`src/rtl/ctrl_pkg.sv`:
```
// ctrl_pkg: shared opcodes, control-word layout and MulDiv FSM state for ctrl_pipeline.
// Optional M-extension support is controlled by the CTRL_MULDIV_EN macro.
package ctrl_pkg;

  // RV32I major opcodes
  localparam logic [6:0] OP_R      = 7'b0110011;
  localparam logic [6:0] OP_IALU   = 7'b0010011;
  localparam logic [6:0] OP_LUI    = 7'b0110111;
  localparam logic [6:0] OP_AUIPC  = 7'b0010111;
  localparam logic [6:0] OP_LOAD   = 7'b0000011;
  localparam logic [6:0] OP_STORE  = 7'b0100011;
  localparam logic [6:0] OP_BRANCH = 7'b1100011;
  localparam logic [6:0] OP_JAL    = 7'b1101111;
  localparam logic [6:0] OP_JALR   = 7'b1100111;

  localparam logic [6:0] F7_MULDIV = 7'b0000001;

  // control-word bit positions
  localparam int C_ALUSRC   = 7;
  localparam int C_MEMTOREG = 6;
  localparam int C_REGWRITE = 5;
  localparam int C_MEMREAD  = 4;
  localparam int C_MEMWRITE = 3;
  localparam int C_BRANCH   = 2;
  localparam int C_JUMP     = 1;
  localparam int C_MULDIV   = 0;

  typedef logic [7:0] ctrl_t;

  // single-bit masks so decode reads as a sum of named fields
  localparam ctrl_t CW_ALUSRC   = ctrl_t'(1) << C_ALUSRC;
  localparam ctrl_t CW_MEMTOREG = ctrl_t'(1) << C_MEMTOREG;
  localparam ctrl_t CW_REGWRITE = ctrl_t'(1) << C_REGWRITE;
  localparam ctrl_t CW_MEMREAD  = ctrl_t'(1) << C_MEMREAD;
  localparam ctrl_t CW_MEMWRITE = ctrl_t'(1) << C_MEMWRITE;
  localparam ctrl_t CW_BRANCH   = ctrl_t'(1) << C_BRANCH;
  localparam ctrl_t CW_JUMP     = ctrl_t'(1) << C_JUMP;
  localparam ctrl_t CW_MULDIV   = ctrl_t'(1) << C_MULDIV;

  typedef enum logic {
    MD_IDLE = 1'b0,
    MD_BUSY = 1'b1
  } md_state_t;

endpackage

```
`src/rtl/ctrl_decode.sv`:
```
// ctrl_decode: combinational ID-stage decode of one instruction into a control
// word, destination register and source-use flags.
// MulDiv decode only exists when CTRL_MULDIV_EN is defined.
module ctrl_decode
  import ctrl_pkg::*;
#(
  parameter int INST_WIDTH     = 32,
  parameter int REG_ADDR_WIDTH = 5
) (
  input  logic [INST_WIDTH-1:0]     inst,
  input  logic                      id_valid,
  output ctrl_t                     ctrl,
  output logic [REG_ADDR_WIDTH-1:0] rd,
  output logic [REG_ADDR_WIDTH-1:0] rs1,
  output logic [REG_ADDR_WIDTH-1:0] rs2,
  output logic                      rs1_used,
  output logic                      rs2_used,
  output logic                      illegal,
  output logic                      is_div
);

  logic [6:0] opcode;
  logic [2:0] funct3;
  logic [6:0] funct7;

  assign opcode = inst[6:0];
  assign funct3 = inst[14:12];
  assign funct7 = inst[31:25];
  assign rs1    = inst[15 +: REG_ADDR_WIDTH];
  assign rs2    = inst[20 +: REG_ADDR_WIDTH];

  // rd only matters to hazard and writeback logic when the op writes back
  assign rd = ctrl[C_REGWRITE] ? inst[7 +: REG_ADDR_WIDTH] : '0;

  // not every instruction bit feeds decode in every build
  logic unused_inst;
  assign unused_inst = ^{inst, funct3, funct7};

  // opcode decode; an invalid ID slot decodes as an all-zero bubble
  always_comb begin
    ctrl     = '0;
    rs1_used = 1'b0;
    rs2_used = 1'b0;
    illegal  = 1'b0;
    is_div   = 1'b0;
    if (id_valid) begin
      case (opcode)
        OP_R: begin
          ctrl     = CW_REGWRITE;
          rs1_used = 1'b1;
          rs2_used = 1'b1;
`ifdef CTRL_MULDIV_EN
          if (funct7 == F7_MULDIV) begin
            ctrl   = CW_REGWRITE | CW_MULDIV;
            is_div = funct3[2];
          end
`endif
        end
        OP_IALU: begin
          ctrl     = CW_ALUSRC | CW_REGWRITE;
          rs1_used = 1'b1;
        end
        OP_LUI, OP_AUIPC: ctrl = CW_ALUSRC | CW_REGWRITE;
        OP_LOAD: begin
          ctrl     = CW_ALUSRC | CW_MEMTOREG | CW_REGWRITE | CW_MEMREAD;
          rs1_used = 1'b1;
        end
        OP_STORE: begin
          ctrl     = CW_ALUSRC | CW_MEMWRITE;
          rs1_used = 1'b1;
          rs2_used = 1'b1;
        end
        OP_BRANCH: begin
          ctrl     = CW_BRANCH;
          rs1_used = 1'b1;
          rs2_used = 1'b1;
        end
        OP_JAL: ctrl = CW_REGWRITE | CW_BRANCH | CW_JUMP;
        OP_JALR: begin
          ctrl     = CW_ALUSRC | CW_REGWRITE | CW_JUMP;
          rs1_used = 1'b1;
        end
        default: illegal = 1'b1;
      endcase
    end
  end

endmodule

```
`src/rtl/ctrl_pipeline.sv`:
```
// ctrl_pipeline: five-stage pipeline control unit. Decodes ID, carries the
// control word through ID/EX, EX/MEM, MEM/WB, generates load-use stall and
// bubbles, and (with CTRL_MULDIV_EN defined) holds EX for multi-cycle MulDiv.
module ctrl_pipeline
  import ctrl_pkg::*;
#(
  parameter int INST_WIDTH     = 32,
  parameter int REG_ADDR_WIDTH = 5,
  parameter int MUL_LATENCY    = 2,
  parameter int DIV_LATENCY    = 8
) (
  input  logic                      clk,
  input  logic                      rst_n,
  input  logic [INST_WIDTH-1:0]     inst,
  input  logic                      id_valid,
  input  logic                      flush,
  input  logic                      hold,
  output logic                      stall,
  output ctrl_t                     ex_ctrl,
  output ctrl_t                     mem_ctrl,
  output ctrl_t                     wb_ctrl,
  output logic [REG_ADDR_WIDTH-1:0] ex_rd,
  output logic [REG_ADDR_WIDTH-1:0] mem_rd,
  output logic [REG_ADDR_WIDTH-1:0] wb_rd,
  output logic                      ex_illegal
);

  ctrl_t                     d_ctrl;
  logic [REG_ADDR_WIDTH-1:0] d_rd, d_rs1, d_rs2;
  logic                      d_rs1_used, d_rs2_used, d_illegal, d_is_div;

  ctrl_decode #(
    .INST_WIDTH    (INST_WIDTH),
    .REG_ADDR_WIDTH(REG_ADDR_WIDTH)
  ) u_dec (
    .inst    (inst),
    .id_valid(id_valid),
    .ctrl    (d_ctrl),
    .rd      (d_rd),
    .rs1     (d_rs1),
    .rs2     (d_rs2),
    .rs1_used(d_rs1_used),
    .rs2_used(d_rs2_used),
    .illegal (d_illegal),
    .is_div  (d_is_div)
  );

  logic load_use, md_busy;

  // x0 is never a real producer, so an rd of 0 can't create a hazard
  assign load_use = ex_ctrl[C_MEMREAD] && (ex_rd != '0) &&
                    ((d_rs1_used && (d_rs1 == ex_rd)) ||
                     (d_rs2_used && (d_rs2 == ex_rd)));

  // stall stays live under flush; IF/ID is being killed so it is harmless
  assign stall = load_use | md_busy;

`ifdef CTRL_MULDIV_EN
  localparam int MAX_LAT = (MUL_LATENCY > DIV_LATENCY) ? MUL_LATENCY : DIV_LATENCY;
  localparam int CW      = $clog2(MAX_LAT + 1);

  md_state_t     md_state;
  logic [CW-1:0] md_cnt, md_lat;
  logic          ex_is_div, md_start;

  assign md_lat   = ex_is_div ? CW'(DIV_LATENCY) : CW'(MUL_LATENCY);
  // first EX cycle of a multi-cycle op already counts toward its latency
  assign md_start = (md_state == MD_IDLE) && ex_ctrl[C_MULDIV] && (md_lat > CW'(1));
  assign md_busy  = md_start || ((md_state == MD_BUSY) && (md_cnt != '0));

  // MulDiv occupancy FSM: counter holds the EX cycles left after the next one
  always_ff @(posedge clk or negedge rst_n) begin
    if (!rst_n) begin
      md_state <= MD_IDLE;
      md_cnt   <= '0;
    end else if (!hold) begin
      if (flush) begin
        md_state <= MD_IDLE;
        md_cnt   <= '0;
      end else begin
        case (md_state)
          MD_IDLE: if (md_start) begin
            md_state <= MD_BUSY;
            md_cnt   <= md_lat - CW'(2);
          end
          MD_BUSY: if (md_cnt == '0) md_state <= MD_IDLE;
                   else              md_cnt   <= md_cnt - CW'(1);
          default: md_state <= MD_IDLE;
        endcase
      end
    end
  end

  // DIV/MUL selector rides alongside the EX control word
  always_ff @(posedge clk or negedge rst_n) begin
    if (!rst_n)                     ex_is_div <= 1'b0;
    else if (!hold) begin
      if (flush)                    ex_is_div <= 1'b0;
      else if (md_busy)             ex_is_div <= ex_is_div;
      else if (load_use)            ex_is_div <= 1'b0;
      else                          ex_is_div <= d_is_div;
    end
  end
`else
  logic unused_is_div;
  assign unused_is_div = d_is_div;
  assign md_busy       = 1'b0;
`endif

  // stage registers: hold > flush > MulDiv busy > load-use > normal shift
  always_ff @(posedge clk or negedge rst_n) begin
    if (!rst_n) begin
      ex_ctrl    <= '0;
      ex_rd      <= '0;
      ex_illegal <= 1'b0;
      mem_ctrl   <= '0;
      mem_rd     <= '0;
      wb_ctrl    <= '0;
      wb_rd      <= '0;
    end else if (!hold) begin
      wb_ctrl <= mem_ctrl;
      wb_rd   <= mem_rd;
      if (md_busy && !flush) begin
        // EX keeps the long op; a bubble drains into MEM behind it
        mem_ctrl <= '0;
        mem_rd   <= '0;
      end else begin
        mem_ctrl <= ex_ctrl;
        mem_rd   <= ex_rd;
        if (flush || load_use) begin
          ex_ctrl    <= '0;
          ex_rd      <= '0;
          ex_illegal <= 1'b0;
        end else begin
          ex_ctrl    <= d_ctrl;
          ex_rd      <= d_rd;
          ex_illegal <= d_illegal;
        end
      end
    end
  end

endmodule

```
`config.mk`:
```
export PLATFORM = sky130hd
export DESIGN_NAME = ctrl_pipeline
export DESIGN_NICKNAME = d
export VERILOG_FILES = /design/src/rtl/ctrl_pkg.sv /design/src/rtl/ctrl_decode.sv /design/src/rtl/ctrl_pipeline.sv
export SDC_FILE = /design/constraint.sdc
export NUM_CORES = 1
export LEC_CHECK = 0
export ABC_AREA = 1
export CAP_MARGIN = 40
export CORE_MARGIN = 2
export CORE_UTILIZATION = 40
export DETAILED_ROUTE_END_ITERATION = 10
export DONT_BUFFER_PORTS = 1
export MAX_ROUTING_LAYER = met4
export SYNTH_ARGS = -nofsm -noshare
export SYNTH_HDL_FRONTEND = slang
export SYNTH_SLANG_ARGS = --single-unit
```
`constraint.sdc`:
```
create_clock -name clk -period 1.5 [get_ports clk]
set_input_delay 0.225 -clock clk [delete_from_list [all_inputs] [get_ports clk]]
set_output_delay 0.225 -clock clk [all_outputs]
set_load 0.02 [all_outputs]
```
==> reports/summary.md <==
The flow ran to the end, but the final reports show violations. The final reports fail on setup timing. The worst min-delay path category was in2reg.

The signed area change from the synthesized netlist to the final layout is 11.0%, and the number of synthesized register bits is 34. The dominant combinational cell family by area after synthesis is simple AND/OR/NAND/NOR gates. Dividing the synthesized area by the synthesized cell count gives 7.62 sq um. The starting utilization of the core area is 41.5%, and the number of placement rows is 24. The worst register-to-register path has a setup slack of 0 ns. sky130_fd_sc_hd__dfrtp_1 takes more of the synthesized area than any other cell. The synthesized netlist cell count is 237. Across the run, the number of max-cap violations was 0. In the post-synthesis netlist, the biggest area contributors are sky130_fd_sc_hd__dfrtp_1 (47%), sky130_fd_sc_hd__nand2_1 (16%), sky130_fd_sc_hd__inv_1 (6.2%), sky130_fd_sc_hd__o21ai_0 (5.0%), sky130_fd_sc_hd__nand4_1 (4.8%).

The maximum fanout encountered on the critical timing path was 5. After synthesis, the largest area contributor takes up 47.1% of total cell area. After floorplanning, the core was sized to cover 4350 sq um. Summed over all layers, the global routing overflow is 0.

The mapped netlist covers 1810 sq um. For this run, the detailed router's first-pass iteration total came to 4. The tools report the final number of hold-violating endpoints as 0.

The number of pins exceeding their max-slew limit in the final report came out at 0. At the worst endpoint, the arrival time is 1.35 ns. Between clock sinks in the finished design, the worst skew comes to 0.00353 ns. The floorplan die width was 71.2 um. The synthesized netlist devotes 0% of its cell area to adder and majority cells. The required time of the worst setup path came out at 1.27 ns. The finished layout holds 297 standard cells, fillers aside. The total length of routed wires is 3660 um, and the cell count after placement is 285. The clock sink count was 34. In this run the critical register-to-register path is captured at ex_rd[3]$_DFFE_PN0N_. The number of distinct library cell variants in the gate-level netlist after synthesis is 25, and the pin count of the biggest net entering global routing is 47. The run gives 0.28 ns as the clock insertion delay at the later pin of the skew report. The tools report the number of ports placed on the die boundary as 78. Of the total synthesized cell area, the portion taken by AND, OR, NAND and NOR gates is 31.3%. Once layout is complete, the utilization of the core stands at 46.1%. The Yosys step of the flow raised 0 warnings. The ratio of routed vias to standard cells came out at 4.66.

The worst hold path begins at hold. The worst register-to-register path begins at ex_rd[3]$_DFFE_PN0N_. The wire-length estimate of the detail-placed layout is 2680 um. The H-tree depth is 2. Cells with a size suffix above 1 make up 17.6% of the layout.

Remaining number of nets flagged by the antenna check after routing: 0. The routed layout has 1,383 vias. 0 antenna diodes ended up in the layout. The analysis attributes to cell leakage a power of 0.00109 uW. In the synthesized netlist the async set-or-reset flop fraction comes to 100%. The portion of netlist area occupied by mux cells is 0%. The synthesized-area fraction occupied by xor and xnor cells is 2.91%. Weighted congestion at the end of routability-driven global placement: 0.801. TritonCTS built the clock tree.

Fill cells in the final layout number 449. The logs give 1,362 for the via count of the first global-routing pass and 66.2% for the relative slew slack. The final critical path takes up 105% of the cycle. Summing the areas of all compound-gate instances in the mapped netlist gives 5.96% of the synthesized area.

In the synthesized netlist the dominant register cell turns out to be sky130_fd_sc_hd__dfrtp_1. By count the netlist is led by sky130_fd_sc_hd__nand2_1 (79), sky130_fd_sc_hd__dfrtp_1 (34), sky130_fd_sc_hd__inv_1 (30), sky130_fd_sc_hd__nor2_1 (18), sky130_fd_sc_hd__o21ai_0 (18). The total power density per cell area was 851 nW/um^2. Across the VDD grid, the largest voltage drop is 0.264 mV. For this block, the initial DRC count from the detailed router was 60. The clock passes through at most 2 buffers. In the global route stage, overall resource usage came out at 15.9%. The first global-routing pass estimated 6150 um of wire. Setup repair after global routing could not meet its margin everywhere.

For the number of setup violations in the final report, the log shows 1. The floorplan step defined a die boundary enclosing 5070 sq um. Yosys instantiated no cell more often than sky130_fd_sc_hd__nand2_1. The final period demand of the worst path is 1.57 ns, and the per-cell routed wire length is 12.3 um. The transition time at the pin with the least slew margin is 0.506 ns. The setup path with the least slack is of type reg2out. The worst setup path is launched from a flip-flop. The worst hold path terminates at mem_rd[0]$_DFFE_PN0N_. Yosys mapped a number of flops with a built-in enable equal to 0. The height of the die is 71.2 um. The worst setup slack after layout came out at -0.0702 ns. In the final design database the tool counted 283 nets. Sequential cells were found to cover 47.1% of the synthesized design area. In the routed design, unresolved DRC markers number 0. The initial antenna violation count was 0. The number of buffers inserted during clock tree synthesis is 5. The cell chosen for the clock root was sky130_fd_sc_hd__clkbuf_8. The length in cells of the worst reg-to-reg path was 10; the number of buffers added on ports was 0. The timing-limited maximum frequency is 637 MHz, and the clock transition at the register clock pins on the worst setup and hold paths after CTS is 0.06 ns.

STA classifies the critical path endpoint as an output port. The instance count along the most critical hold path works out to 1.
[what timing repair did]
action / 4_1_cts / 5_1_grt
setup buffers: 2 / 2
hold buffers: 2 / 0
setup endpoints to repair: 1 / 13
gates resized for setup: 6 / 5
endpoints found under the hold margin: 34 / 0
pin swaps: 5 / 4
[worst max-delay path, stage by stage (launching register included)]
cell	delay [ns]
sky130_fd_sc_hd__dfrtp_2	0.45
sky130_fd_sc_hd__xnor2_1	0.17
sky130_fd_sc_hd__nand2_1	0.07
sky130_fd_sc_hd__nor2_1	0.09
sky130_fd_sc_hd__nand2_1	0.05
sky130_fd_sc_hd__nand2_1	0.08
sky130_fd_sc_hd__nand2_2	0.08
sky130_fd_sc_hd__inv_4	0.08
[state kept, by name, indices dropped and copies added, names as in the netlist]
name,count
ex_rd,5
ex_ctrl,6
mem_rd,5
wb_ctrl,6
wb_rd,5
mem_ctrl,6
ex_illegal,1
[power by group]
part | internal, uW | leakage (uW) | switching [uW]
Clock | 353 | 0.0000431 | 291
Combinational | 40.0 | 0.000584 | 77.8
Sequential | 927 | 0.000467 | 18.7
Total | 1320 | 0.00109 | 387
[worst max-delay path by stage]
stage	start	endpoint	slack (ns)	depth (start not counted)
floorplan	ex_rd[1]$_DFFE_PN0N_	stall	0.004	9
global placement	ex_rd[4]$_DFFE_PN0N_	ex_ctrl[7]$_DFFE_PN0N_	0.10	9
detailed placement	ex_rd[4]$_DFFE_PN0N_	ex_ctrl[7]$_DFFE_PN0N_	0.1	9
CTS	ex_rd[3]$_DFFE_PN0N_	stall	-0.07	7
global route	ex_rd[4]$_DFFE_PN0N_	stall	-0.15	6
finish	ex_rd[3]$_DFFE_PN0N_	stall	-0.07	7
[per-layer routing]
metal,routed length (um),global-route usage (%),vias to the layer above
met2,1670,24.2,41
met4,66,6.29,0
li1,-,-,736
met5,0,-,-
met1,1740,20.0,600
met3,183,4.56,6
[cell families after synthesis]
| family | count (synthesis) |
|---|---|
| xor gates and xnor gates | 6 |
| AOI/OAI and AO/OA | 21 |
| and+or+nand+nor | 127 |
| DFF | 34 |
| other | 1 |
| buffers and inverters | 48 |
[area by class of cell]
type | instances | area (sq um) | share of cell area (%)
repair buffers | 14 | 124 | 6.18
inverters | 34 | 130 | 6.49
clock buffers | 6 | 82.6 | 4.12
flip-flops and latches | 34 | 856 | 42.7
multi-input cells | 157 | 748 | 37.3
well taps | 52 | 65.1 | 3.24
[cells in the final DEF (no fill, tap or decap), types with 4 or more instances in the layout]
cell type                  netlist  final
sky130_fd_sc_hd__inv_2           4      7
sky130_fd_sc_hd__dfrtp_1        34     30
sky130_fd_sc_hd__clkbuf_8        0      6
sky130_fd_sc_hd__nand2_1        79     79
sky130_fd_sc_hd__nor2_1         18     18
sky130_fd_sc_hd__buf_4           7     11
sky130_fd_sc_hd__nand2_2         4      4
sky130_fd_sc_hd__dfrtp_2         0      4
sky130_fd_sc_hd__o21ai_0        18     18
sky130_fd_sc_hd__nand4_1        14     14
sky130_fd_sc_hd__inv_1          30     26
[through the flow]
step	setup WS, ns	instance area (sq um)	total power (uW)	hold slack [ns]	TNS [ns]
2_1_floorplan	0.00407	1820	1060	-0.0706	0
3_5_place_dp	0.0986	1840	1050	-0.0701	0
6_report	-0.0702	2010	1710	0.0620	-0.0702
4_1_cts	-0.0692	1980	1730	0.0468	-0.0692
5_1_grt	-0.148	2010	1790	0.0432	-1.02
3_3_place_gp	0.101	1840	1050	-0.0700	0
(Power assumes the default switching activity.)
